<file path="src/rtl/karatsuba_pkg.sv">
// Shared definitions for the sequential Karatsuba multiplier: state encodings and half-width helper.
// Optional signed operation is enabled in the top by defining KARATSUBA_SIGNED_EN.
package karatsuba_pkg;

  typedef enum logic [2:0] {
    S_IDLE    = 3'b000,
    S_LOAD    = 3'b001,
    S_MUL_HI  = 3'b010,
    S_MUL_LO  = 3'b011,
    S_MUL_MID = 3'b100,
    S_COMBINE = 3'b101,
    S_DONE    = 3'b110
  } state_t;

  localparam int unsigned DEFAULT_WIDTH = 16;
  localparam int unsigned DEFAULT_H     = DEFAULT_WIDTH / 2;

  function automatic int unsigned half_width(input int unsigned width);
    return width / 2;
  endfunction

endpackage

</file>
<file path="src/rtl/karatsuba_half_mul.sv">
// Combinational (H+1)x(H+1) -> 2H+2 unsigned multiplier shared by all three Karatsuba partial products.
module karatsuba_half_mul
  import karatsuba_pkg::*;
#(
  parameter int unsigned H = DEFAULT_H
) (
  input  logic [H:0]     a,
  input  logic [H:0]     b,
  output logic [2*H+1:0] prod
);

  assign prod = {{(H+1){1'b0}}, a} * {{(H+1){1'b0}}, b};

endmodule

</file>
<file path="src/rtl/karatsuba_seq_mul.sv">
// Multi-cycle WIDTHxWIDTH Karatsuba multiplier with START/READY/DONE handshake and visible state.
// Define KARATSUBA_SIGNED_EN to add the signed_mode input for two's-complement operands.
module karatsuba_seq_mul
  import karatsuba_pkg::*;
#(
  parameter int unsigned WIDTH = DEFAULT_WIDTH
) (
  input  logic               clk,
  input  logic               rst,
  input  logic               start,
`ifdef KARATSUBA_SIGNED_EN
  input  logic               signed_mode,
`endif
  input  logic [WIDTH-1:0]   x,
  input  logic [WIDTH-1:0]   y,
  output logic               ready,
  output logic               busy,
  output logic               done,
  output logic [2*WIDTH-1:0] p,
  output logic [2:0]         state
);

  localparam int unsigned H  = half_width(WIDTH);
  localparam int unsigned PW = 2 * WIDTH;
  localparam int unsigned MW = 2 * H + 2;

  state_t state_q, state_d;
  logic   accept;

  logic [WIDTH-1:0] x_q, y_q;
  logic [WIDTH-1:0] x_mag, y_mag;
  logic             neg_load, neg_q;
  logic [H-1:0]     xh_q, xl_q, yh_q, yl_q;
  logic [H:0]       xs_q, ys_q;
  logic [2*H-1:0]   z2_q, z0_q;
  logic [MW-1:0]    m_q;

  logic [H:0]       mul_a, mul_b;
  logic [MW-1:0]    mul_prod;
  logic [MW-1:0]    z1;
  logic [PW-1:0]    p_sum, p_next;

  // NOTE: sequential state uses non-blocking assignments so every flop samples pre-edge values.
  always_ff @(posedge clk or posedge rst) begin
    if (rst) state_q <= S_IDLE;
    else     state_q <= state_d;
  end

  // NOTE: every combinational output is given a default first so no latch can be inferred.
  always_comb begin
    state_d = state_q;
    ready   = 1'b0;
    busy    = 1'b1;
    done    = 1'b0;
    accept  = 1'b0;
    case (state_q)
      S_IDLE: begin
        ready = 1'b1;
        busy  = 1'b0;
        if (start) begin
          accept  = 1'b1;
          state_d = S_LOAD;
        end
      end
      S_LOAD:    state_d = S_MUL_HI;
      S_MUL_HI:  state_d = S_MUL_LO;
      S_MUL_LO:  state_d = S_MUL_MID;
      S_MUL_MID: state_d = S_COMBINE;
      S_COMBINE: state_d = S_DONE;
      S_DONE: begin
        done    = 1'b1;
        state_d = S_IDLE;
      end
      default:   state_d = S_IDLE;
    endcase
  end

  assign state = state_q;

`ifdef KARATSUBA_SIGNED_EN
  logic mode_q;

  always_ff @(posedge clk or posedge rst) begin
    if (rst)         mode_q <= 1'b0;
    else if (accept) mode_q <= signed_mode;
  end

  // Magnitude of the most-negative operand is 2^(WIDTH-1), which still fits unsigned.
  always_comb begin
    x_mag    = (mode_q && x_q[WIDTH-1]) ? (~x_q + WIDTH'(1)) : x_q;
    y_mag    = (mode_q && y_q[WIDTH-1]) ? (~y_q + WIDTH'(1)) : y_q;
    neg_load = mode_q & (x_q[WIDTH-1] ^ y_q[WIDTH-1]);
  end
`else
  assign x_mag    = x_q;
  assign y_mag    = y_q;
  assign neg_load = 1'b0;
`endif

  // Shared sub-multiplier operands are selected by the current state.
  always_comb begin
    mul_a = '0;
    mul_b = '0;
    case (state_q)
      S_MUL_HI: begin
        mul_a = {1'b0, xh_q};
        mul_b = {1'b0, yh_q};
      end
      S_MUL_LO: begin
        mul_a = {1'b0, xl_q};
        mul_b = {1'b0, yl_q};
      end
      S_MUL_MID: begin
        mul_a = xs_q;
        mul_b = ys_q;
      end
      default: ;
    endcase
  end

  karatsuba_half_mul #(.H(H)) u_half_mul (
    .a    (mul_a),
    .b    (mul_b),
    .prod (mul_prod)
  );

  // z2 and z0 occupy disjoint halves, so their placement is a concatenation.
  assign z1     = m_q - MW'(z2_q) - MW'(z0_q);
  assign p_sum  = {z2_q, z0_q} + (PW'(z1) << H);
  assign p_next = neg_q ? (~p_sum + PW'(1)) : p_sum;

  // NOTE: every datapath register is reset so an aborted operation leaves no residue.
  always_ff @(posedge clk or posedge rst) begin
    if (rst) begin
      x_q   <= '0;
      y_q   <= '0;
      xh_q  <= '0;
      xl_q  <= '0;
      yh_q  <= '0;
      yl_q  <= '0;
      xs_q  <= '0;
      ys_q  <= '0;
      neg_q <= 1'b0;
      z2_q  <= '0;
      z0_q  <= '0;
      m_q   <= '0;
      p     <= '0;
    end else begin
      if (accept) begin
        x_q <= x;
        y_q <= y;
      end
      case (state_q)
        S_LOAD: begin
          xh_q  <= x_mag[WIDTH-1:H];
          xl_q  <= x_mag[H-1:0];
          yh_q  <= y_mag[WIDTH-1:H];
          yl_q  <= y_mag[H-1:0];
          xs_q  <= {1'b0, x_mag[WIDTH-1:H]} + {1'b0, x_mag[H-1:0]};
          ys_q  <= {1'b0, y_mag[WIDTH-1:H]} + {1'b0, y_mag[H-1:0]};
          neg_q <= neg_load;
        end
        S_MUL_HI:  z2_q <= mul_prod[2*H-1:0];
        S_MUL_LO:  z0_q <= mul_prod[2*H-1:0];
        S_MUL_MID: m_q  <= mul_prod;
        S_COMBINE: p    <= p_next;
        default: ;
      endcase
    end
  end

endmodule

</file>
<file path="config.mk">
export PLATFORM = sky130hd
export DESIGN_NAME = karatsuba_seq_mul
export DESIGN_NICKNAME = d
export VERILOG_FILES = /design/src/rtl/karatsuba_pkg.sv /design/src/rtl/karatsuba_half_mul.sv /design/src/rtl/karatsuba_seq_mul.sv
export SDC_FILE = /design/constraint.sdc
export NUM_CORES = 1
export LEC_CHECK = 0
export CORE_ASPECT_RATIO = 0.8
export CORE_MARGIN = 2
export CORE_UTILIZATION = 55
export CTS_CLUSTER_SIZE = 8
export DETAILED_ROUTE_END_ITERATION = 10
export PLACE_DENSITY = 0.77
export SKIP_CTS_REPAIR_TIMING = 1
export SYNTH_ARGS = -nofsm -noshare
export SYNTH_HDL_FRONTEND = slang
export SYNTH_SLANG_ARGS = --single-unit
</file>
<file path="constraint.sdc">
create_clock -name clk -period 5.2 [get_ports clk]
set_input_delay 1.04 -clock clk [delete_from_list [all_inputs] [get_ports clk]]
set_output_delay 1.04 -clock clk [all_outputs]
set_load 0.02 [all_outputs]
</file>
==> reports/summary.log, run 1 <==
qor: run_status.run_status completed
qor: synthesis.synth.ff_latch_count 167
qor: placement.place.gp.congestion 0.9113
qor: finish.drive_gt1_share 17.61%
qor: cts.cts-root-buf clkbuf_16
qor: placement.post_place_setup_slack -151.5 ps
qor: synthesis.synth_top_cells_by_area dfrtp_1 36%, fa_1 12%, ha_1 9.5%
qor: synthesis.synth.yosys.warnings 0
qor: setup_path.worst_path_dominant_cell_family adder cells
qor: route.drtPass1Iterations 6
qor: timing.hold_viol_final 0
qor: route.vias_per_cell 5.549
qor: placement.io_buffer_count 72
qor: placement.placedInstanceArea 13020 um2
qor: setup_path.crit_path_top_delay_cell fa_1
qor: timing.rsz0062_at_grt yes
qor: setup_path.cell_type_with_the_highest_occurrence_count_on_the_critical_path fa_1
qor: route.remaining_drc_errors 0
qor: floorplan.chipHeight 134.4 um
qor: route.drt_iter0_drc 531
qor: cts.h_tree_lvls 4
qor: synthesis.number_of_distinct_library_cells_after_synthesis 65
qor: setup_path.crit_chain buf_6 -> clkbuf_16 -> mux2i_1 -> nor2_1 -> a21oi_4 -> nor2_2 -> fa_1 -> inv_2 -> fa_1 -> inv_2 -> fa_1 -> inv_1 -> fa_1 -> inv_2 -> ha_4 -> buf_4 -> buf_4 -> a2bb2oi_4 -> a21oi_4 -> o31ai_4 -> a21oi_2 -> xnor2_2 -> o21ai_1
qor: synthesis.yosysTopAreaCell dfrtp_1
qor: timing.setup_skew_after_layout 26.21 ps
qor: timing.clock.fmax 194.5 MHz
qor: finish.area_delta_synth_final 22.34%
qor: timing.setup_tns 0 ps
qor: timing.fin_crit 5141 ps
qor: synthesis.synthesis.instances 1274
qor: synthesis.async_flop_share 100.0%
qor: synthesis.yosys.area.top_type_share 35.76%
qor: cts.bufs_on_longest_clock_path 2
qor: floorplan.core_area 20760 um2
qor: setup_path.critPathRequiredTime 5480 ps
qor: placement.total_placed_cells_including_tap_cells 1624
qor: timing.worst_case_headroom_to_the_max_slew_limit 27.59%
qor: synthesis.synth_enable_flop_cells 0
qor: job.cap_violations 0
qor: grt.grt_overflow 0
qor: finish.post_layout_nonfiller_instances 1677
qor: setup_path.crit_path_max_incr_delay 570 ps
qor: finish.postLayoutCellArea 14300 um2
qor: route.postRouteAntennaNets 0
qor: grt.grt_antenna_before_repair 0
qor: setup_path.cp.buffers_inverters 8
qor: route.wire_per_inst 16.50 um
qor: timing.postLayoutSetupSlackWorst 59.42 ps
qor: setup_path.crit_path_start_kind flop
qor: timing.timing_max_transition_violations_final 0
qor: route.vias 9306
qor: timing.setup_viol_count_final 0
qor: setup_path.worst-setup-path-type flop to flop
qor: synthesis.post_syn_area 11680 um2
qor: finish.finalNetCount 1588
qor: synthesis.syn-num-nets 1467
qor: floorplan.num_io_pins 73
qor: grt.grt_first_pass_wirelength 43390 um
qor: timing.tightest_slew 1083 ps
qor: cts.worstSkewPairLatency 450 ps
qor: synthesis.synthFlopType dfrtp_1
qor: cts.tritoncts yes
qor: grt.first_global_vias 8727
qor: cts.clkSlewWorstSetupHoldPaths 70 ps
qor: route.routed_wl 27660 um
qor: placement.detailed_place_hpwl 19810 um
qor: hold_path.hold_class flop to flop
qor: setup_path.worst-endpoint-arrival 5420 ps
qor: floorplan.fp.dieArea 22430 um2
qor: cts.cts.sink_count 167
qor: synthesis.synth_seq_area_share 35.76%
qor: setup_path.crit_fanout 6
qor: finish.inserted_diodes 0
qor: floorplan.die-width 167.0 um
qor: grt.grt_use_total 24.02%
qor: floorplan.num_rows 47
qor: synthesis.syn-mean-instance-area 9.172 um2
qor: timing.period_share 98.86%
qor: grt.pin_count_of_the_biggest_net_entering_global_routing 168
qor: floorplan.initial_utilization 56.29%
qor: cts.cts-buffers-inserted 17
qor: setup_path.critical_path.endpoint_type flop
cell usage after synthesis, drive strengths merged, types with 15 or more instances:
| library cell | count |
|---|---|
| a21o | 17 |
| xor2 | 15 |
| clkbuf | 27 |
| a21oi | 52 |
| nand2 | 252 |
| o21ai | 116 |
| xnor2 | 27 |
| o21a | 16 |
| mux2 | 33 |
| fa | 69 |
| dfrtp | 167 |
| nor2 | 88 |
| ha | 89 |
| mux2i | 18 |
| inv | 132 |
cell families after synthesis:
group                      count (synthesis)  share of synthesized area, %
adders and majority gates                158                         21.35
buffers and inverters                    170                         5.579
xor gates and xnor gates                  42                         3.148
and+or+nand+nor                          430                         15.70
AOI/OAI and AO/OA                        256                         13.74
muxes                                     51                         4.722
DFF                                      167                         35.76
placed cells by master (no fill, tap or decap), types with 7 or more instances in the layout:
cell | netlist | routed
o21a_1 | 14 | 13
ha_1 | 89 | 81
nand2_1 | 252 | 240
buf_6 | 0 | 14
inv_1 | 131 | 115
xor2_1 | 15 | 15
clkbuf_16 | 0 | 20
o21ai_1 | 6 | 14
nand2b_1 | 13 | 11
a21oi_2 | 4 | 9
a211oi_1 | 7 | 7
buf_4 | 0 | 47
nor3_1 | 12 | 11
nor2b_1 | 10 | 9
nand2_2 | 0 | 11
mux2_2 | 33 | 33
nand3_1 | 14 | 12
clkdlybuf4s50_1 | 0 | 72
and3_1 | 7 | 7
mux2i_1 | 18 | 15
o21ai_0 | 106 | 93
ha_4 | 0 | 8
nor2_1 | 88 | 74
nor2_2 | 0 | 11
o31ai_1 | 9 | 7
inv_2 | 1 | 15
dfrtp_1 | 167 | 165
fa_1 | 69 | 65
xnor2_1 | 27 | 25
a21o_1 | 16 | 16
a21oi_1 | 47 | 37
area by class of cell:
class                           instances  area (um2)
Multi-Input combinational cell        937        7295
Fill cell                            1574        6464
Sequential cell                       167        4182
Timing Repair Buffer                  140        1386
Inverter                              132       501.7
Clock buffer                           18       439.2
Tap cell                              269       336.6
Clock inverter                         14       155.1
stage by stage:
step | hold WS [ps] | util [%]
finish | 473.5 | 68.86
detailed placement | 461.5 | 62.74
global route | 495.4 | 68.86
global placement | 456.8 | 62.74
CTS | 479.3 | 65.60
floorplan | 445.1 | -
worst reg2reg max path: stages (launching register included):
cell and delay (ps):
dfrtp_2 460, buf_6 140, clkbuf_16 150, mux2i_1 150, nor2_1 90, a21oi_4 160
nor2_2 70, fa_1 550, inv_2 40, fa_1 570, inv_2 50, fa_1 470
inv_1 50, fa_1 490, inv_2 50, ha_4 210, buf_4 130, buf_4 130
a2bb2oi_4 190, a21oi_4 100, o31ai_4 280, a21oi_2 130, xnor2_2 240, o21ai_1 90
worst paths after layout:
| kind | slack [ps] | depth (start not counted) | startpoint | to |
|---|---|---|---|---|
| max in group asynchronous | 3270 | 3 | rst | xh_q[4]$_DFFE_PP0P_ |
| min in group asynchronous | 1170 | 3 | rst | p[26]$_DFFE_PP0P_ |
| worst min register to register | 470 | 2 | p[9]$_DFFE_PP0P_ | p[9]$_DFFE_PP0P_ |
| worst min-delay path | 470 | 2 | p[9]$_DFFE_PP0P_ | p[9]$_DFFE_PP0P_ |
| worst max-delay path | 60 | 23 | state[0]$_DFFE_PP0P_ | m_q[15]$_DFFE_PP0N_ |
| worst max register to register | 60 | 23 | state[0]$_DFFE_PP0P_ | m_q[15]$_DFFE_PP0N_ |
state kept, by name, summed over array words and instances, names as in the netlist, 8 cells and up:
register  cells
m_q          18
p            32
x_mag        16
xh_q          8
xl_q          8
xs_q          9
y_mag        16
yh_q          8
yl_q          8
ys_q          9
z0_q         16
z2_q         16
metal layers:
| metal | up-vias | GRT usage [%] | wire [um] |
|---|---|---|---|
| met5 | - | 0 | 0 |
| met4 | 0 | 5.220 | 374 |
| met3 | 34 | 5.252 | 1828 |
| met2 | 263 | 35.19 | 12370 |
| met1 | 4548 | 36.68 | 13090 |
| li1 | 4461 | - | - |
Power of run 1 is not shown: default switching activity piles up to over one toggle a cycle in this logic, so the estimate is an artifact.
==> run 2: changes to the inputs <==
- CAP_MARGIN: default -> 20
- CORE_MARGIN: 2 -> 1
- CORE_UTILIZATION: 55 -> 59
- DONT_BUFFER_PORTS: default -> 1
==> reports/summary.log, run 2 (synthesis results as in run 1) <==
qor: run_status.run_status completed [unchanged]
qor: setup_path.worst-endpoint-arrival 5400 ps [was 5420 ps]
qor: setup_path.crit_fanout 7 [was 6]
qor: finish.largestRegisters p: 32 flops, m_q: 18 flops [unchanged]
qor: cts.cts.sink_count 167 [unchanged]
qor: placement.place.gp.congestion 0.8957 [was 0.9113]
qor: finish.area_delta_synth_final 15.84% [was 22.34%]
qor: route.drt_iter0_drc 667 [was 531]
qor: route.postRouteAntennaNets 0 [unchanged]
qor: floorplan.num_io_pins 73 [unchanged]
qor: grt.pin_count_of_the_biggest_net_entering_global_routing 91 [was 168]
qor: grt.grt_overflow 0 [unchanged]
qor: placement.total_placed_cells_including_tap_cells 1538 [was 1624]
qor: grt.met3_usage 5.273% [was 5.252%]
qor: timing.setup_skew_after_layout 15.38 ps [was 26.21 ps]
qor: cts.cts-root-buf clkbuf_16 [unchanged]
qor: setup_path.critical_path_cell_count 21 [was 23]
qor: cts.cts-buffers-inserted 17 [unchanged]
qor: cts.bufs_on_longest_clock_path 2 [unchanged]
qor: route.wire_per_inst 16.93 um [was 16.50 um]
qor: floorplan.num_rows 45 [was 47]
qor: timing.hold_viol_final 0 [unchanged]
qor: timing.worst_case_headroom_to_the_max_slew_limit 27.42% [was 27.59%]
qor: grt.grt_util_met2 40.61% [was 35.19%]
qor: setup_path.reg2reg_from state[0]$_DFFE_PP0P_ [unchanged]
qor: floorplan.core_area 19200 um2 [was 20760 um2]
qor: route.drtPass1Iterations 5 [was 6]
qor: setup_path.crit_path_start_kind flop [unchanged]
qor: placement.post_place_setup_slack -155.5 ps [was -151.5 ps]
qor: grt.grt-busiest-layer met2 [was met1]
qor: timing.fin_crit 5106 ps [was 5141 ps]
qor: finish.seqCellArea 4182 um2 [unchanged]
qor: placement.detailed_place_hpwl 19470 um [was 19810 um]
qor: route.vias_per_cell 5.689 [was 5.549]
qor: finish.post_layout_nonfiller_instances 1596 [was 1677]
qor: floorplan.die-width 159.3 um [was 167.0 um]
qor: finish.largest_register p [unchanged]
qor: setup_path.crit_chain nor3_4 -> clkbuf_16 -> nand2_2 -> o21ai_4 -> nand2_2 -> fa_1 -> inv_1 -> fa_1 -> fa_1 -> inv_2 -> fa_1 -> inv_2 -> ha_4 -> buf_4 -> nand3_2 -> a2bb2oi_4 -> a21oi_4 -> o31ai_4 -> a21oi_2 -> xnor2_2 -> o21ai_0 [was buf_6 -> clkbuf_16 -> mux2i_1 -> nor2_1 -> a21oi_4 -> nor2_2 -> fa_1 -> inv_2 -> fa_1 -> inv_2 -> fa_1 -> inv_1 -> fa_1 -> inv_2 -> ha_4 -> buf_4 -> buf_4 -> a2bb2oi_4 -> a21oi_4 -> o31ai_4 -> a21oi_2 -> xnor2_2 -> o21ai_1]
qor: cts.worstSkewPairLatency 440 ps [was 450 ps]
qor: finish.fillers 1440 [was 1574]
qor: grt.first_global_vias 8560 [was 8727]
qor: route.remaining_drc_errors 0 [unchanged]
qor: grt.grt_antenna_before_repair 0 [unchanged]
qor: job.cap_violations 0 [unchanged]
qor: floorplan.fp.dieArea 20380 um2 [was 22430 um2]
qor: setup_path.reg2reg_depth 21 [was 23]
qor: floorplan.initial_utilization 60.86% [was 56.29%]
qor: setup_path.critPathRequiredTime 5500 ps [was 5480 ps]
qor: setup_path.worst-setup-path-type flop to flop [unchanged]
qor: finish.most-common-layout-cells 235 x nand2_1, 165 x dfrtp_1, 117 x inv_1 [was 240 x nand2_1, 165 x dfrtp_1, 115 x inv_1]
qor: setup_path.worst_setup_path_endpoint z2_q[15]$_DFFE_PP0N_ [was m_q[15]$_DFFE_PP0N_]
qor: finish.inserted_diodes 0 [unchanged]
qor: timing.clock.fmax 195.9 MHz [was 194.5 MHz]
qor: finish.largest_register_ff_count 32 [unchanged]
qor: floorplan.chipHeight 127.9 um [was 134.4 um]
qor: setup_path.cp.buffers_inverters 5 [was 8]
qor: setup_path.rrSetupSlack 90 ps [was 60 ps]
qor: setup_path.worst_path_dominant_cell_family adder cells [unchanged]
qor: timing.rsz0062_at_grt yes [unchanged]
qor: finish.drive_gt1_share 18.98% [was 17.61%]
qor: finish.layout_commonest_cell nand2_1 [unchanged]
qor: setup_path.critical_path.endpoint_type flop [unchanged]
qor: route.vias 9079 [was 9306]
qor: setup_path.crit-reg2reg-capture z2_q[15]$_DFFE_PP0N_ [was m_q[15]$_DFFE_PP0N_]
qor: setup_path.crit_path_max_incr_delay 580 ps [was 570 ps]
qor: setup_path.startpoint state[0]$_DFFE_PP0P_ [unchanged]
qor: placement.io_buffer_count 0 [was 72]
qor: cts.h_tree_lvls 4 [unchanged]
qor: timing.postLayoutSetupSlackWorst 94.29 ps [was 59.42 ps]
qor: finish.multi_input_area 7297 um2 [was 7295 um2]
qor: setup_path.cell_type_with_the_highest_occurrence_count_on_the_critical_path fa_1 [unchanged]
qor: timing.period_share 98.19% [was 98.86%]
qor: grt.grtUsageMet1 38.81% [was 36.68%]
qor: timing.setup_viol_count_final 0 [unchanged]
qor: setup_path.crit_path_top_delay_cell fa_1 [unchanged]
qor: cts.tritoncts yes [unchanged]
qor: route.routed_wl 27020 um [was 27660 um]
qor: timing.tightest_slew 1086 ps [was 1083 ps]
qor: hold_path.hold_class flop to flop [unchanged]
qor: grt.grt_first_pass_wirelength 42720 um [was 43390 um]
qor: grt.grt_use_total 26.49% [was 24.02%]
qor: finish.finalNetCount 1518 [was 1588]
qor: timing.timing_max_transition_violations_final 0 [unchanged]
qor: cts.clkSlewWorstSetupHoldPaths 70 ps [about the same]
-- run 2: cell count changes in the layout (fill, tap and decap cells not counted), sizes merged --
cell           delta
clkinvlp          +2
clkdlybuf4s50    -72
inv               -1
buf               +4
clkbuf            -3
-- run 2: layout make-up --
class,instances,share of cell area (%)
clock buffer,17,3.143
clock inverter,15,1.192
inverter,132,3.707
multi-input combinational,937,53.91
sequential,167,30.89
tap,258,2.385
timing repair buffer,70,4.770
-- run 2: worst min-delay path by stage --
stage	startpoint	endpoint	depth (start not counted)
6_report	yh_q[7]$_DFFE_PP0P_	yh_q[7]$_DFFE_PP0P_	2
5_1_grt	xh_q[5]$_DFFE_PP0P_	xh_q[5]$_DFFE_PP0P_	2
4_1_cts	yl_q[7]$_DFFE_PP0P_	yl_q[7]$_DFFE_PP0P_	2
3_5_place_dp	yl_q[7]$_DFFE_PP0P_	yl_q[7]$_DFFE_PP0P_	2
3_3_place_gp	z0_q[6]$_DFFE_PP0N_	z0_q[6]$_DFFE_PP0N_	2
2_1_floorplan	xh_q[0]$_DFFE_PP0P_	xh_q[0]$_DFFE_PP0P_	2
-- run 2: metrics by stage --
stage          util (%)  setup TNS (ps)  area, um2  hold slack [ps]
3_5_place_dp      63.89          -694.4      12270            466.9
2_1_floorplan         -               0      11720            445.1
6_report          70.50               0      13540            486.2
5_1_grt           70.50           -1144      13540            502.1
3_3_place_gp      63.89          -15.74      12270            461.0
4_1_cts           66.95           -1072      12850            485.3
-- run 2: routing by layer --
layer | vias up | wire, um
met4 | 0 | 327
li1 | 4335 | -
met1 | 4491 | 12790
met3 | 31 | 1590
met5 | - | 0
met2 | 222 | 12310
-- run 2: worst min-delay path, stage by stage (launching register included) --
cell and delay, ps:
dfrtp_1 350, nand2_1 50, nand2_1 60
Power of run 2 is left out for the same reason.
==> run 3: changes to the inputs <==
- ABC_AREA: default -> 1
==> reports/summary.log, run 3 <==
qor: run_status.run_status finished, violations left [was completed]
qor: run_status.failing_checks design-rule violations
qor: placement.total_placed_cells_including_tap_cells 1908 [was 1538]
qor: route.vias 10460 [was 9079]
qor: route.highest-signal-layer met4 [unchanged]
qor: synthesis.synthesis.instances 1651 [was 1274]
qor: synthesis.synthSimpleGateAreaFrac 26.98% [was 15.70%]
qor: setup_path.crit_path_start_kind flop [unchanged]
qor: placement.detailed_place_hpwl 24980 um [was 19470 um]
qor: finish.largestRegisters p: 32 flops, m_q: 18 flops [unchanged]
qor: synthesis.synth.yosys.warnings 0 [unchanged]
qor: route.vias_per_cell 5.392 [was 5.689]
qor: timing.setup_viol_count_final 0 [unchanged]
qor: setup_path.crit_chain nand2_2 -> nor2_4 -> buf_12 -> nand2_1 -> nand3_2 -> buf_4 -> nand2_1 -> inv_1 -> fa_1 -> inv_1 -> fa_1 -> inv_1 -> fa_1 -> inv_1 -> fa_1 -> inv_1 -> ha_2 -> a21oi_2 -> o21ai_0 -> nand2_1 -> nand4_1 -> nand3_1 -> o21ai_0 [was nor3_4 -> clkbuf_16 -> nand2_2 -> o21ai_4 -> nand2_2 -> fa_1 -> inv_1 -> fa_1 -> fa_1 -> inv_2 -> fa_1 -> inv_2 -> ha_4 -> buf_4 -> nand3_2 -> a2bb2oi_4 -> a21oi_4 -> o31ai_4 -> a21oi_2 -> xnor2_2 -> o21ai_0]
qor: timing.period_share 95.16% [was 98.19%]
qor: grt.pin_count_of_the_biggest_net_entering_global_routing 83 [was 91]
qor: floorplan.initial_utilization 60.65% [was 60.86%]
qor: setup_path.worst_path_dominant_cell_family adder cells [unchanged]
qor: route.drt_iter0_drc 703 [was 667]
qor: synthesis.synth_compound_gate_area_share 6.186% [was 13.74%]
qor: timing.tightest_slew 991.5 ps [was 1086 ps]
qor: synthesis.async_flop_share 100.0% [unchanged]
qor: timing.setup_tns 0 ps [unchanged]
qor: synthesis.synth_fa_ha_area_share 19.70% [was 21.35%]
qor: synthesis.post_syn_area 12660 um2 [was 11680 um2]
qor: synthesis.number_of_distinct_library_cells_after_synthesis 39 [was 65]
qor: synthesis.yosys.area.top_type_share 33.00% [was 35.76%]
qor: finish.largest_register p [unchanged]
qor: timing.holdWs 477.0 ps [was 486.2 ps]
qor: timing.worst_case_headroom_to_the_max_slew_limit 33.81% [was 27.42%]
qor: setup_path.cell_type_with_the_highest_occurrence_count_on_the_critical_path inv_1 [was fa_1]
qor: hold_path.hold_class flop to flop [unchanged]
qor: setup_path.rrSetupSlack 250 ps [was 90 ps]
qor: cts.h_tree_lvls 4 [unchanged]
qor: finish.seqCellArea 4182 um2 [unchanged]
qor: synthesis.synthFlopType dfrtp_1 [unchanged]
qor: synthesis.synth.ff_latch_count 167 [unchanged]
qor: timing.hold_viol_final 0 [unchanged]
qor: finish.largest_register_ff_count 32 [unchanged]
qor: synthesis.yosys-mux-area-fraction 2.549% [was 4.722%]
qor: route.routed-wl-met2 15180 um [was 12310 um]
qor: placement.place.gp.congestion 0.9591 [was 0.8957]
qor: finish.most-common-layout-cells 599 x nand2_1, 265 x inv_1, 165 x dfrtp_1 [was 235 x nand2_1, 165 x dfrtp_1, 117 x inv_1]
qor: finish.multi_input_area 7381 um2 [was 7297 um2]
qor: grt.grt_first_pass_wirelength 52620 um [was 42720 um]
qor: cts.cts-buffers-inserted 17 [unchanged]
qor: hold_path.whs_endpoint xl_q[3]$_DFFE_PP0P_ [was yh_q[7]$_DFFE_PP0P_]
qor: route.wire_per_inst 16.36 um [was 16.93 um]
qor: setup_path.cp.buffers_inverters 7 [was 5]
qor: setup_path.reg2reg_from state[2]$_DFFE_PP0P_ [was state[0]$_DFFE_PP0P_]
qor: route.routed_wl 31740 um [was 27020 um]
qor: synthesis.synthTopCellsByCount 599 x nand2_1, 266 x inv_1, 167 x dfrtp_1 [was 252 x nand2_1, 167 x dfrtp_1, 131 x inv_1]
qor: cts.worstSkewPairLatency 450 ps [was 440 ps]
qor: setup_path.critical_path.endpoint_type flop [unchanged]
qor: finish.finalNetCount 1851 [was 1518]
qor: synthesis.yosysTopAreaCell dfrtp_1 [unchanged]
qor: finish.postLayoutCellArea 13730 um2 [was 13540 um2]
qor: job.cap_violations 0 [unchanged]
qor: cts.cts.sink_count 167 [unchanged]
qor: timing.timing_max_transition_violations_final 0 [unchanged]
qor: finish.post_layout_nonfiller_instances 1940 [was 1596]
qor: route.postRouteAntennaNets 0 [unchanged]
qor: cts.tritoncts yes [unchanged]
qor: setup_path.crit_path_max_incr_delay 540 ps [was 580 ps]
qor: synthesis.synth_xor_xnor_area_share 2.283% [was 3.148%]
qor: floorplan.num_io_pins 73 [unchanged]
qor: setup_path.worst-setup-path-type flop to flop [unchanged]
qor: synthesis.syn-mean-instance-area 7.669 um2 [was 9.172 um2]
qor: route.drtPass1Iterations 8 [was 5]
qor: grt.grt_overflow 0 [unchanged]
qor: setup_path.crit-reg2reg-capture z2_q[15]$_DFFE_PP0N_ [unchanged]
qor: setup_path.reg2reg_depth 23 [was 21]
qor: synthesis.synth_seq_area_share 33.00% [was 35.76%]
qor: floorplan.num_rows 47 [was 45]
qor: route.remaining_drc_errors 2 [was 0]
qor: floorplan.fp.dieArea 22060 um2 [was 20380 um2]
qor: cts.bufs_on_longest_clock_path 2 [unchanged]
qor: synthesis.synth_top_family_by_area simple AND/OR/NAND/NOR gates [was adder cells]
qor: setup_path.critPathRequiredTime 5510 ps [was 5500 ps]
qor: timing.setup_skew_after_layout 15.40 ps [was 15.38 ps]
qor: setup_path.crit_fanout 17 [was 7]
qor: synthesis.synth_top_cells_by_area dfrtp_1 33%, nand2_1 18%, fa_1 11% [was dfrtp_1 36%, fa_1 12%, ha_1 9.5%]
qor: setup_path.worst-endpoint-arrival 5260 ps [was 5400 ps]
qor: grt.first_global_vias 10180 [was 8560]
qor: finish.inserted_diodes 0 [unchanged]
qor: finish.fillers 1818 [was 1440]
qor: timing.clock.fmax 202.1 MHz [was 195.9 MHz]
qor: cts.clkSlewWorstSetupHoldPaths 70 ps [about the same]
qor: route.detail_route.wirelength.met1 14300 um [was 12790 um]
qor: synthesis.synth_most_common_cell nand2_1 [unchanged]
qor: finish.layout_commonest_cell nand2_1 [unchanged]
qor: floorplan.chipHeight 133.0 um [was 127.9 um]
qor: grt.grt_use_total 30.36% [was 26.49%]
qor: floorplan.die-width 165.8 um [was 159.3 um]
qor: route.detailroute.wirelength.met3 1578 um [was 1590 um]
qor: hold_path.hold_start xl_q[3]$_DFFE_PP0P_ [was yh_q[7]$_DFFE_PP0P_]
qor: hold_path.holdPathStages 2 [unchanged]
qor: finish.drive_gt1_share 7.421% [was 18.98%]
qor: cts.cts-root-buf clkbuf_16 [unchanged]
qor: synthesis.synth_enable_flop_cells 0 [unchanged]
qor: floorplan.core_area 20880 um2 [was 19200 um2]
qor: setup_path.crit_path_top_delay_cell fa_1 [unchanged]
qor: synthesis.syn-num-nets 1844 [was 1467]
qor: placement.placedInstanceArea 13070 um2 [was 12270 um2]
qor: grt.grt_antenna_before_repair 0 [unchanged]
qor: timing.fin_crit 4948 ps [was 5106 ps]
qor: placement.io_buffer_count 0 [unchanged]
qor: finish.area_delta_synth_final 8.399% [was 15.84%]
## run 3: changes by cell type after synthesis, moves of 15 or more
cell,previous run,this run
inv_1,131,266
mux2_2,33,18
o21ai_0,106,71
nand2_1,252,599
nor2_1,88,63
nand4_1,3,18
nand3_1,14,87
mux2i_1,18,0
nand3_2,0,16
## run 3: worst reg2reg max path, cell delays in order, from the launching register on
cell and delay (ps):
dfrtp_2 470, nand2_2 170, nor2_4 70, buf_12 150, nand2_1 70, nand3_2 130
buf_4 190, nand2_1 60, inv_1 60, fa_1 540, inv_1 60, fa_1 480
inv_1 60, fa_1 530, inv_1 50, fa_1 530, inv_1 40, ha_2 320
a21oi_2 170, o21ai_0 90, nand2_1 80, nand4_1 220, nand3_1 180, o21ai_0 110
## run 3: worst max path at each step
stage / cells after the start / from / slack, ps / end
floorplan: 21 / state[2]$_DFFE_PP0P_ / 330 / z2_q[12]$_DFFE_PP0N_
global placement: 22 / state[1]$_DFFE_PP0P_ / 210 / z2_q[12]$_DFFE_PP0N_
detailed placement: 20 / state[1]$_DFFE_PP0P_ / 140 / z2_q[14]$_DFFE_PP0N_
CTS: 21 / state[2]$_DFFE_PP0P_ / 110 / z2_q[12]$_DFFE_PP0N_
global route: 24 / state[2]$_DFFE_PP0P_ / -10 / z2_q[14]$_DFFE_PP0N_
finish: 23 / state[2]$_DFFE_PP0P_ / 250 / z2_q[15]$_DFFE_PP0N_
## run 3: area by class of cell
type	count	area share (%)
clock inverters	14	1.149
multi-input cells	1179	53.77
flip-flops and latches	167	30.46
inverters	270	7.411
repair buffers	23	1.623
clock buffers	18	3.127
well taps	269	2.452
## run 3: logic make-up (layout without fill, tap and decap cells)
family,after synthesis,count (layout)
multiplexers,26,26
AO/OA/AOI/OAI,148,148
AND/OR/NAND/NOR,814,814
adder cells (fa/ha/maj),158,158
XOR/XNOR,33,33
buffers and inverters,305,325
flip-flops,167,167
## run 3: metrics by stage
step / utilization [%] / setup slack, ps
6_report: 65.75 / 251.5
5_1_grt: 65.75 / -12.93
4_1_cts: 65.42 / 112.2
3_5_place_dp: 62.61 / 141.4
3_3_place_gp: 62.61 / 209.7
2_1_floorplan: - / 331.0
## run 3: metal layers
layer / global-route usage, % / up-vias
li1: - / 5158
met1: 40.87 / 4948
met2: 51.32 / 309
met3: 4.637 / 45
met4: 8.463 / 0
met5: 0 / -
Power of run 3 is left out for the same reason.
